==> src/rtl/instr_fetch_unit_if.sv <==
// instr_fetch_unit_if: instruction-memory request/response, redirect and decoder handshake bundle
interface instr_fetch_unit_if #(parameter int ADDR_W = 8);
  logic              imem_req;
  logic [ADDR_W-1:0] imem_addr;
  logic              imem_rvalid;
  logic [15:0]       imem_rdata;
  logic              redirect;
  logic [ADDR_W-1:0] redirect_pc;
  logic [15:0]       instr;
  logic [ADDR_W-1:0] instr_pc;
  logic              instr_valid;
  logic              instr_ready;
  logic              instr_illegal;
  modport master (
    output imem_req, imem_addr, instr, instr_pc, instr_valid, instr_illegal,
    input  imem_rvalid, imem_rdata, redirect, redirect_pc, instr_ready
  );
  modport slave (
    input  imem_req, imem_addr, instr, instr_pc, instr_valid, instr_illegal,
    output imem_rvalid, imem_rdata, redirect, redirect_pc, instr_ready
  );
endinterface

==> src/rtl/instr_fetch_unit.sv <==
// instr_fetch_unit: PC sequencer, single-outstanding imem requester and {pc,word} FIFO; ILLEGAL_CHK_EN adds halt on opcode 4'hF
module instr_fetch_unit #(
  parameter int                ADDR_W    = 8,
  parameter int                BUF_DEPTH = 2,
  parameter logic [ADDR_W-1:0] RESET_PC  = '0
) (
  input logic                clk,
  input logic                rst_n,
  instr_fetch_unit_if.master bus
);
  localparam int PTR_W = $clog2(BUF_DEPTH);
  typedef enum logic [1:0] {
    S_IDLE, S_WAIT, S_DROP
`ifdef ILLEGAL_CHK_EN
    , S_HALT
`endif
  } state_t;
  state_t            state, state_n, done_state;
  logic [ADDR_W-1:0] fetch_pc;
  logic [PTR_W:0]    count;
  logic [PTR_W+1:0]  fill;
  logic [PTR_W-1:0]  wr_ptr, rd_ptr;
  logic [ADDR_W-1:0] buf_pc [BUF_DEPTH];
  logic [15:0]       buf_word [BUF_DEPTH];
  logic              valid, busy, resp, push, pop, halt_push, issue;
  assign valid = count != '0;
  assign busy  = state == S_WAIT || state == S_DROP;
  assign resp  = busy && bus.imem_rvalid;
  assign push  = state == S_WAIT && bus.imem_rvalid && !bus.redirect;
  assign pop   = valid && bus.instr_ready && !bus.redirect;
  assign fill  = {1'b0, count} + (PTR_W+2)'(push) - (PTR_W+2)'(pop);
`ifdef ILLEGAL_CHK_EN
  assign halt_push  = push && bus.imem_rdata[15:12] == 4'hF;
  assign done_state = halt_push ? S_HALT : S_IDLE;
`else
  assign halt_push  = 1'b0;
  assign done_state = S_IDLE;
`endif
  // a new request only goes out once the slot it will fill is guaranteed free
  assign issue = !bus.redirect && !halt_push && (state == S_IDLE || resp) && fill < (PTR_W+2)'(BUF_DEPTH);
  // next state: redirect turns an unanswered request stale, otherwise follow issue/response
  always_comb begin
    state_n = bus.redirect ? ((busy && !bus.imem_rvalid) ? S_DROP : S_IDLE) :
              issue ? S_WAIT : resp ? done_state : state;
  end
  // state register
  always_ff @(posedge clk or negedge rst_n)
    if (!rst_n) state <= S_IDLE;
    else state <= state_n;
  // fetch PC sequencing and registered request; imem_addr holds the PC of the outstanding request
  always_ff @(posedge clk or negedge rst_n)
    if (!rst_n) begin
      fetch_pc      <= RESET_PC;
      bus.imem_req  <= 1'b0;
      bus.imem_addr <= RESET_PC;
    end else begin
      bus.imem_req <= issue;
      if (issue) bus.imem_addr <= fetch_pc;
      fetch_pc <= bus.redirect ? bus.redirect_pc : issue ? fetch_pc + 1'b1 : fetch_pc;
    end
  // instruction buffer: redirect flushes, otherwise push returned words and pop accepted ones
  always_ff @(posedge clk or negedge rst_n)
    if (!rst_n) begin
      count  <= '0;
      wr_ptr <= '0;
      rd_ptr <= '0;
      for (int i = 0; i < BUF_DEPTH; i++) begin
        buf_pc[i]   <= '0;
        buf_word[i] <= '0;
      end
    end else if (bus.redirect) begin
      count  <= '0;
      wr_ptr <= '0;
      rd_ptr <= '0;
    end else begin
      if (push) begin
        buf_pc[wr_ptr]   <= bus.imem_addr;
        buf_word[wr_ptr] <= bus.imem_rdata;
        wr_ptr           <= wr_ptr + 1'b1;
      end
      if (pop) rd_ptr <= rd_ptr + 1'b1;
      count <= count + (PTR_W+1)'(push) - (PTR_W+1)'(pop);
    end
  assign bus.instr       = buf_word[rd_ptr];
  assign bus.instr_pc    = buf_pc[rd_ptr];
  assign bus.instr_valid = valid;
`ifdef ILLEGAL_CHK_EN
  logic buf_ill [BUF_DEPTH];
  // per-entry illegal-opcode flag captured alongside the word
  always_ff @(posedge clk or negedge rst_n)
    if (!rst_n) for (int i = 0; i < BUF_DEPTH; i++) buf_ill[i] <= 1'b0;
    else if (push) buf_ill[wr_ptr] <= bus.imem_rdata[15:12] == 4'hF;
  assign bus.instr_illegal = buf_ill[rd_ptr];
`else
  assign bus.instr_illegal = 1'b0;
`endif
endmodule

==> src/flat_wrapper.sv <==
// flat-port wrapper written by rule: the top's interface ports become plain ports
module instr_fetch_unit_flat 
#(
  parameter int                ADDR_W    = 8,
  parameter int                BUF_DEPTH = 2,
  parameter logic [ADDR_W-1:0] RESET_PC  = '0
)
  (clk, rst_n, bus_imem_req, bus_imem_addr, bus_instr, bus_instr_pc, bus_instr_valid, bus_instr_illegal, bus_imem_rvalid, bus_imem_rdata, bus_redirect, bus_redirect_pc, bus_instr_ready);
  instr_fetch_unit_if #(.ADDR_W(ADDR_W)) bus_i ();
  input logic clk;
  input logic rst_n;
  output wire logic [$bits(bus_i.imem_req)-1:0] bus_imem_req;
  output wire logic [$bits(bus_i.imem_addr)-1:0] bus_imem_addr;
  output wire logic [$bits(bus_i.instr)-1:0] bus_instr;
  output wire logic [$bits(bus_i.instr_pc)-1:0] bus_instr_pc;
  output wire logic [$bits(bus_i.instr_valid)-1:0] bus_instr_valid;
  output wire logic [$bits(bus_i.instr_illegal)-1:0] bus_instr_illegal;
  input wire logic [$bits(bus_i.imem_rvalid)-1:0] bus_imem_rvalid;
  input wire logic [$bits(bus_i.imem_rdata)-1:0] bus_imem_rdata;
  input wire logic [$bits(bus_i.redirect)-1:0] bus_redirect;
  input wire logic [$bits(bus_i.redirect_pc)-1:0] bus_redirect_pc;
  input wire logic [$bits(bus_i.instr_ready)-1:0] bus_instr_ready;
  assign bus_imem_req = bus_i.imem_req;
  assign bus_imem_addr = bus_i.imem_addr;
  assign bus_instr = bus_i.instr;
  assign bus_instr_pc = bus_i.instr_pc;
  assign bus_instr_valid = bus_i.instr_valid;
  assign bus_instr_illegal = bus_i.instr_illegal;
  assign bus_i.imem_rvalid = bus_imem_rvalid;
  assign bus_i.imem_rdata = bus_imem_rdata;
  assign bus_i.redirect = bus_redirect;
  assign bus_i.redirect_pc = bus_redirect_pc;
  assign bus_i.instr_ready = bus_instr_ready;
  instr_fetch_unit #(.ADDR_W(ADDR_W), .BUF_DEPTH(BUF_DEPTH), .RESET_PC(RESET_PC)) u_core (.clk(clk), .rst_n(rst_n), .bus(bus_i));
endmodule
==> config.mk <==
export PLATFORM = sky130hd
export DESIGN_NAME = instr_fetch_unit_flat
export DESIGN_NICKNAME = d
export VERILOG_FILES = /design/src/rtl/instr_fetch_unit_if.sv /design/src/rtl/instr_fetch_unit.sv /design/src/flat_wrapper.sv
export SDC_FILE = /design/constraint.sdc
export NUM_CORES = 1
export LEC_CHECK = 0
export ABC_AREA = 1
export CAP_MARGIN = 10
export CELL_PAD_IN_SITES_DETAIL_PLACEMENT = 1
export CELL_PAD_IN_SITES_GLOBAL_PLACEMENT = 1
export CORE_MARGIN = 2
export CORE_UTILIZATION = 41
export DETAILED_ROUTE_END_ITERATION = 10
export PLACE_DENSITY = 0.91
export SYNTH_ARGS = -nofsm -noshare
export SYNTH_HDL_FRONTEND = slang
export SYNTH_SLANG_ARGS = --single-unit
==> constraint.sdc <==
create_clock -name clk -period 7.26 [get_ports clk]
set_clock_uncertainty 0.05 [all_clocks]
set_input_delay 1.089 -clock clk [delete_from_list [all_inputs] [get_ports clk]]
set_output_delay 1.089 -clock clk [all_outputs]
set_load 0.1 [all_outputs]
==> qor.txt <==
status -> finished clean
via-per-instance ratio -> 4.870
Fmax -> 215.0 MHz
Synth Area in Compound Gates -> 0.1042
critical path class -> flop to primary output
Max stage delay cell, worst path -> clkdlybuf4s50_1
Setup crit end kind -> primary output
Clk pin slew, worst setup/hold paths -> 0.07 ns
Max Slew Vio Count -> 0
XOR/XNOR share of the synthesized area -> 0.002577
leading cell type in the layout, fill and taps excluded -> nand2_1
Worst slew margin -> 0.3440
max-cap violation count -> 0
Die Y-Extent -> 95.04 um
most frequent CP cell -> nand2_1
FF-to-FF setup slack -> 4.48 ns
IO Pins -> 64
Layout area overhead -> 24.30%
CTS root buf -> clkbuf_8
Core ar. -> 0.008134 mm2
post-synthesis mux area share -> 0
main combinational cell family by area after synthesis -> simple AND/OR/NAND/NOR gates
GP Congestion -> 0.7649
hpwl dp -> 5448 um
Avg Inst Size Synth -> 8.169 um2
Final nets -> 504
most frequent cells in the layout -> 174 x nand2_1, 71 x dfrtp_1, 61 x clkdlybuf4s50_1
CTS tree -> done
crit share post-route -> 0.6405
Buf+Inv Stages, Crit Path -> 2
Crit Path Max Fanout -> 26
FP Rows -> 33
Starting Density -> 0.4178
Cells after Synth -> 416
final setup fails -> 0
via count -> 2,820
CTS-repair resized insts -> 0
ant diodes -> 0
CP max stage delay -> 0.97 ns
Total Wirelength -> 8268 um
Port Buffer Count -> 62
Hold Crit Class -> flop to flop
distinct cell type count after synthesis -> 25
H-tree Lvls -> 3
First-pass DRT Iterations -> 4
Mapped Nets -> 451
global-route wire length before repair -> 13,610 um
Total GRT Usage -> 0.1975
initial antenna violation count -> 0
worst path arrival time -> 3.51 ns
Wirelength per Cell -> 14.28 um
DRT iter0 DRCs -> 102
Clock Latency Late Sink -> 0.35 ns
hold bufs inserted after CTS -> 0
DRC errors left -> 0
Worst Tran Pin Value -> 0.9810 ns
die area -> 0.009033 mm2
setup slack after placement -> 2.925 ns
Worst Slack Setup Final -> 2.610 ns
crit path launch type -> flop
Critical Path RT -> 6.12 ns
RSZ-0062 raised after global routing -> false
number of hold violations in the final report -> 0
Yosys warnings -> 0
largest net degree at the start of global routing -> 72
die width -> 95.04 um
number of global-route vias before repair -> 2,929
ratio of cells with drive above 1 in the final layout -> 0.07173
sequential area share after synthesis -> 0.5228
Max clock buf depth -> 2
share of the core filled with cells -> 0.5193
Top Family by Delay on Critical Path -> buffers and inverters
Simple-Gate Fraction of Synth Area -> 0.2515
Setup Buffers After CTS -> 0
DP Area -> 0.004004 mm2
fin crit period -> 4.650 ns
gr ovfl total -> 0
Fin Setup TNS -> 0 ns
synthesized area -> 0.003398 mm2
CTS Buf Count -> 9
Antenna Violating Nets Remaining -> 0
crit-path cells -> clkinv_1, nand2_1, nand2_1, clkdlybuf4s50_1
Final Cell Area -> 0.004224 mm2
clock sinks -> 71
Seq cells post-synth -> 71
area share of fa/ha/maj cells after synthesis -> 0.02430
## sequential cells by signal, summed over array words and instances (netlist names)
signal	count
u_core.fetch_pc	8
u_core.rd_ptr	1
u_core.count	2
u_core.bus.imem_addr	8
u_core.bus.imem_req	1
u_core.state	2
u_core.wr_ptr	1
u_core.buf_pc	16
u_core.buf_word	32
## tightest hold or removal path, cell delays in order (launching register included)
cell and delay (ns):
dfrtp_1 0.35, nand2_1 0.05, o21ai_0 0.06
## metrics by stage
step / hold WS [ns] / instances
after floorplan: 0.4034 / 416
after CTS: 0.4432 / 579
final: 0.4410 / 579
after detailed placement: 0.4224 / 563
after global routing: 0.4677 / 579
after global placement: 0.4143 / 563
## worst paths after layout
check / startpoint / to / cells past startpoint
min in group asynchronous: rst_n / u_core.buf_word[17] / 2
max in group asynchronous: rst_n / u_core.buf_word[28] / 2
min reg2reg: u_core.buf_word[13] / u_core.buf_word[13] / 2
max: u_core.rd_ptr / bus_instr[15] / 4
min: u_core.buf_word[13] / u_core.buf_word[13] / 2
max reg2reg: u_core.count[1] / u_core.bus.imem_addr[7] / 14
## metal layers
layer  vias up  wire [um]  GRT usage
li1       1391          -          -
met1      1363       3755     0.2465
met2        55       4107     0.3434
met3        11        300    0.03557
met4         0        105    0.07246
met5         -          0          0
## cells in the mapped netlist
cell type / n / share of area
buf_6: 7 / 0.023
clkbuf_1: 2 / 0.0022
o21ai_2: 9 / 0.023
nor2_2: 1 / 0.0018
conb_1: 1 / 0.0011
nand4_4: 1 / 0.0063
buf_4: 1 / 0.0022
nand2_2: 3 / 0.0055
nor2_1: 9 / 0.0099
a21boi_0: 1 / 0.0022
nand2_1: 174 / 0.19
inv_1: 44 / 0.049
o21ai_0: 20 / 0.029
a21oi_1: 2 / 0.0029
clkinv_1: 1 / 0.0011
o21ai_1: 30 / 0.044
nor2_4: 3 / 0.0099
fa_1: 1 / 0.0059
xnor2_1: 1 / 0.0026
nand4_1: 2 / 0.0037
o31ai_1: 1 / 0.0022
nand3_1: 15 / 0.022
ha_1: 5 / 0.018
buf_2: 11 / 0.016
dfrtp_1: 71 / 0.52
## cell type report
cell class | count | area, um2
multi-input combinational | 279 | 1304
sequential | 71 | 1777
inverter | 45 | 168.9
tap | 105 | 131.4
timing repair buffer | 63 | 623.1
clock inverter | 6 | 92.59
fill | 996 | 3910
clock buffer | 10 | 127.6
## cells by family (layout without fill, tap and decap cells)
group | Yosys count | count (layout)
adders and majority gates | 6 | 6
and+or+nand+nor | 208 | 208
other | 1 | 1
xor gates and xnor gates | 1 | 1
buffers and inverters | 66 | 124
DFF | 71 | 71
AOI/OAI and AO/OA | 63 | 63
Power is left out: the tool's default activity adds up to more than one toggle a clock period on the data nets, which glitch-free logic cannot reach.
==> RTL edit: new RTL, same settings <==
The option `ILLEGAL_CHK_EN` is turned on by a define.
--- a/src/rtl/instr_fetch_unit.sv
+++ b/src/rtl/instr_fetch_unit.sv
@@ -1,4 +1,6 @@
 // instr_fetch_unit: PC sequencer, single-outstanding imem requester and {pc,word} FIFO; ILLEGAL_CHK_EN adds halt on opcode 4'hF
+`define ILLEGAL_CHK_EN
+
 module instr_fetch_unit #(
   parameter int                ADDR_W    = 8,
   parameter int                BUF_DEPTH = 2,
Formal check against the unedited RTL: not equivalent (a bounded check fails within 4 cycles, from zero or initial values and one cycle with rst_n low).
==> RTL edit against the unedited design <==
Sequential cell count grew 2. Synthesized area grew 2.9%. Wire length grew 9.3%. Final area grew 3.3%. Worst hold slack gained 4.4 ps. Worst setup slack lost 120 ps. Sequential share of layout area shrank 0.18 points. Critical path type unchanged. Largest cell class unchanged. Highest routed layer unchanged.
Power is left out: the tool's default activity adds up to more than one toggle a clock period on the data nets, which glitch-free logic cannot reach.
==> RTL edit: results (changes against the unedited design) <==
Outcome: completed (unchanged). The half-perimeter wire length after detailed placement was 6150 um (was 5450 um). The final-layout fill cell count came out at 1011 (was 996). The minimum clock period after layout came out at 4770 ps (was 4650 ps).

The first-iteration detailed-routing DRC count is 108 (was 102). The critical path arrival came to 3630 ps (was 3510 ps). The overall track demand over capacity in global routing came out at 0.210 (was 0.198).

The routed wirelength normalized by instance count came out at 15.2 um (was 14.3 um). The routability congestion estimate is 0.788 (was 0.765). The via count is 2995 (was 2820). Most common library cells after synthesis: sky130_fd_sc_hd__nand2_1 (179), sky130_fd_sc_hd__dfrtp_1 (73), sky130_fd_sc_hd__o21ai_0 (51) (was sky130_fd_sc_hd__nand2_1 (174), sky130_fd_sc_hd__dfrtp_1 (71), sky130_fd_sc_hd__inv_1 (44)).

The worst slew margin relative to its limit came out at 0.329 (was 0.344). The total placed cells including tap cells was 581 (was 563). The routed wire length is 9030 um (was 8270 um).

The slack of the worst reg-to-reg path is 4270 ps (was 4480 ps). The most instantiated flip-flop cell in the synthesis netlist is sky130_fd_sc_hd__dfrtp_1 (unchanged). The post-synthesis cell count is 432 (was 416). The number of global-route vias before repair is 3184 (was 2929). The number of input and output port buffers inserted came out at 63 (was 62). The capture instance of the worst register-to-register path is u_core.fetch_pc[5] (was u_core.bus.imem_addr[7]). The maximum number of pins on one net before global-route repair is 74 (was 72). Synth top area cells: sky130_fd_sc_hd__dfrtp_1 (52%), sky130_fd_sc_hd__nand2_1 (19%), sky130_fd_sc_hd__o21ai_0 (7.3%) (was sky130_fd_sc_hd__dfrtp_1 (52%), sky130_fd_sc_hd__nand2_1 (19%), sky130_fd_sc_hd__inv_1 (4.9%)). The cell with the largest stage delay on the worst path is sky130_fd_sc_hd__clkinv_1 (was sky130_fd_sc_hd__clkdlybuf4s50_1). The share of the yosys chip area belonging to registers came out at 0.522 (was 0.523).

The worst setup path endpoint is bus_instr_pc[7] (was bus_instr[15]). The net count of the mapped netlist is 467 (was 451). The number of nets in the layout came to 522 (was 504).

The global-route wire length before repair came out at 14800 um (was 13600 um).
[RTL edit: layer usage]
metal | global-route usage | share of wire | up-vias
met1 | 0.258 | 0.44 | 1472
met4 | 0.0516 | 0.012 | 0
met3 | 0.0517 | 0.037 | 12
met2 | 0.370 | 0.51 | 66
met5 | 0 | 0 | -
li1 | - | - | 1445
[RTL edit: worst min path at each step]
| stage | start | end | slack [ps] |
|---|---|---|---|
| 6_report | u_core.buf_ill[1] | u_core.buf_ill[1] | 450 |
| 5_1_grt | u_core.buf_word[6] | u_core.buf_word[6] | 470 |
| 4_1_cts | u_core.buf_word[6] | u_core.buf_word[6] | 450 |
| 3_5_place_dp | u_core.buf_word[9] | u_core.buf_word[9] | 430 |
| 3_3_place_gp | u_core.buf_pc[3] | u_core.buf_pc[3] | 420 |
| 2_1_floorplan | u_core.buf_ill[1] | u_core.buf_ill[1] | 400 |
[RTL edit: area by class of cell]
type / instances / area, um^2 / area share
Multi-Input combinational cell: 294 / 1390 / 0.318
Clock inverter: 6 / 92.6 / 0.0212
Timing Repair Buffer: 64 / 633 / 0.145
Inverter: 45 / 169 / 0.0387
Sequential cell: 73 / 1830 / 0.419
Tap cell: 105 / 131 / 0.0301
Clock buffer: 9 / 124 / 0.0284
[RTL edit: kinds of logic after synthesis]
| group | after synthesis | synth area share |
|---|---|---|
| buffers and inverters | 65 | 0.0816 |
| XOR/XNOR | 3 | 0.00751 |
| adder cells (fa/ha/maj) | 6 | 0.0236 |
| AO/OA/AOI/OAI | 68 | 0.102 |
| AND/OR/NAND/NOR | 217 | 0.263 |
| flip-flops | 73 | 0.522 |
[RTL edit: through the flow]
stage	hold WS [ps]	area [um^2]	utilization
CTS	447	4360	0.528
global placement	415	4150	0.502
floorplan	402	3500	-
global route	472	4360	0.528
finish	445	4360	0.528
detailed placement	427	4150	0.502
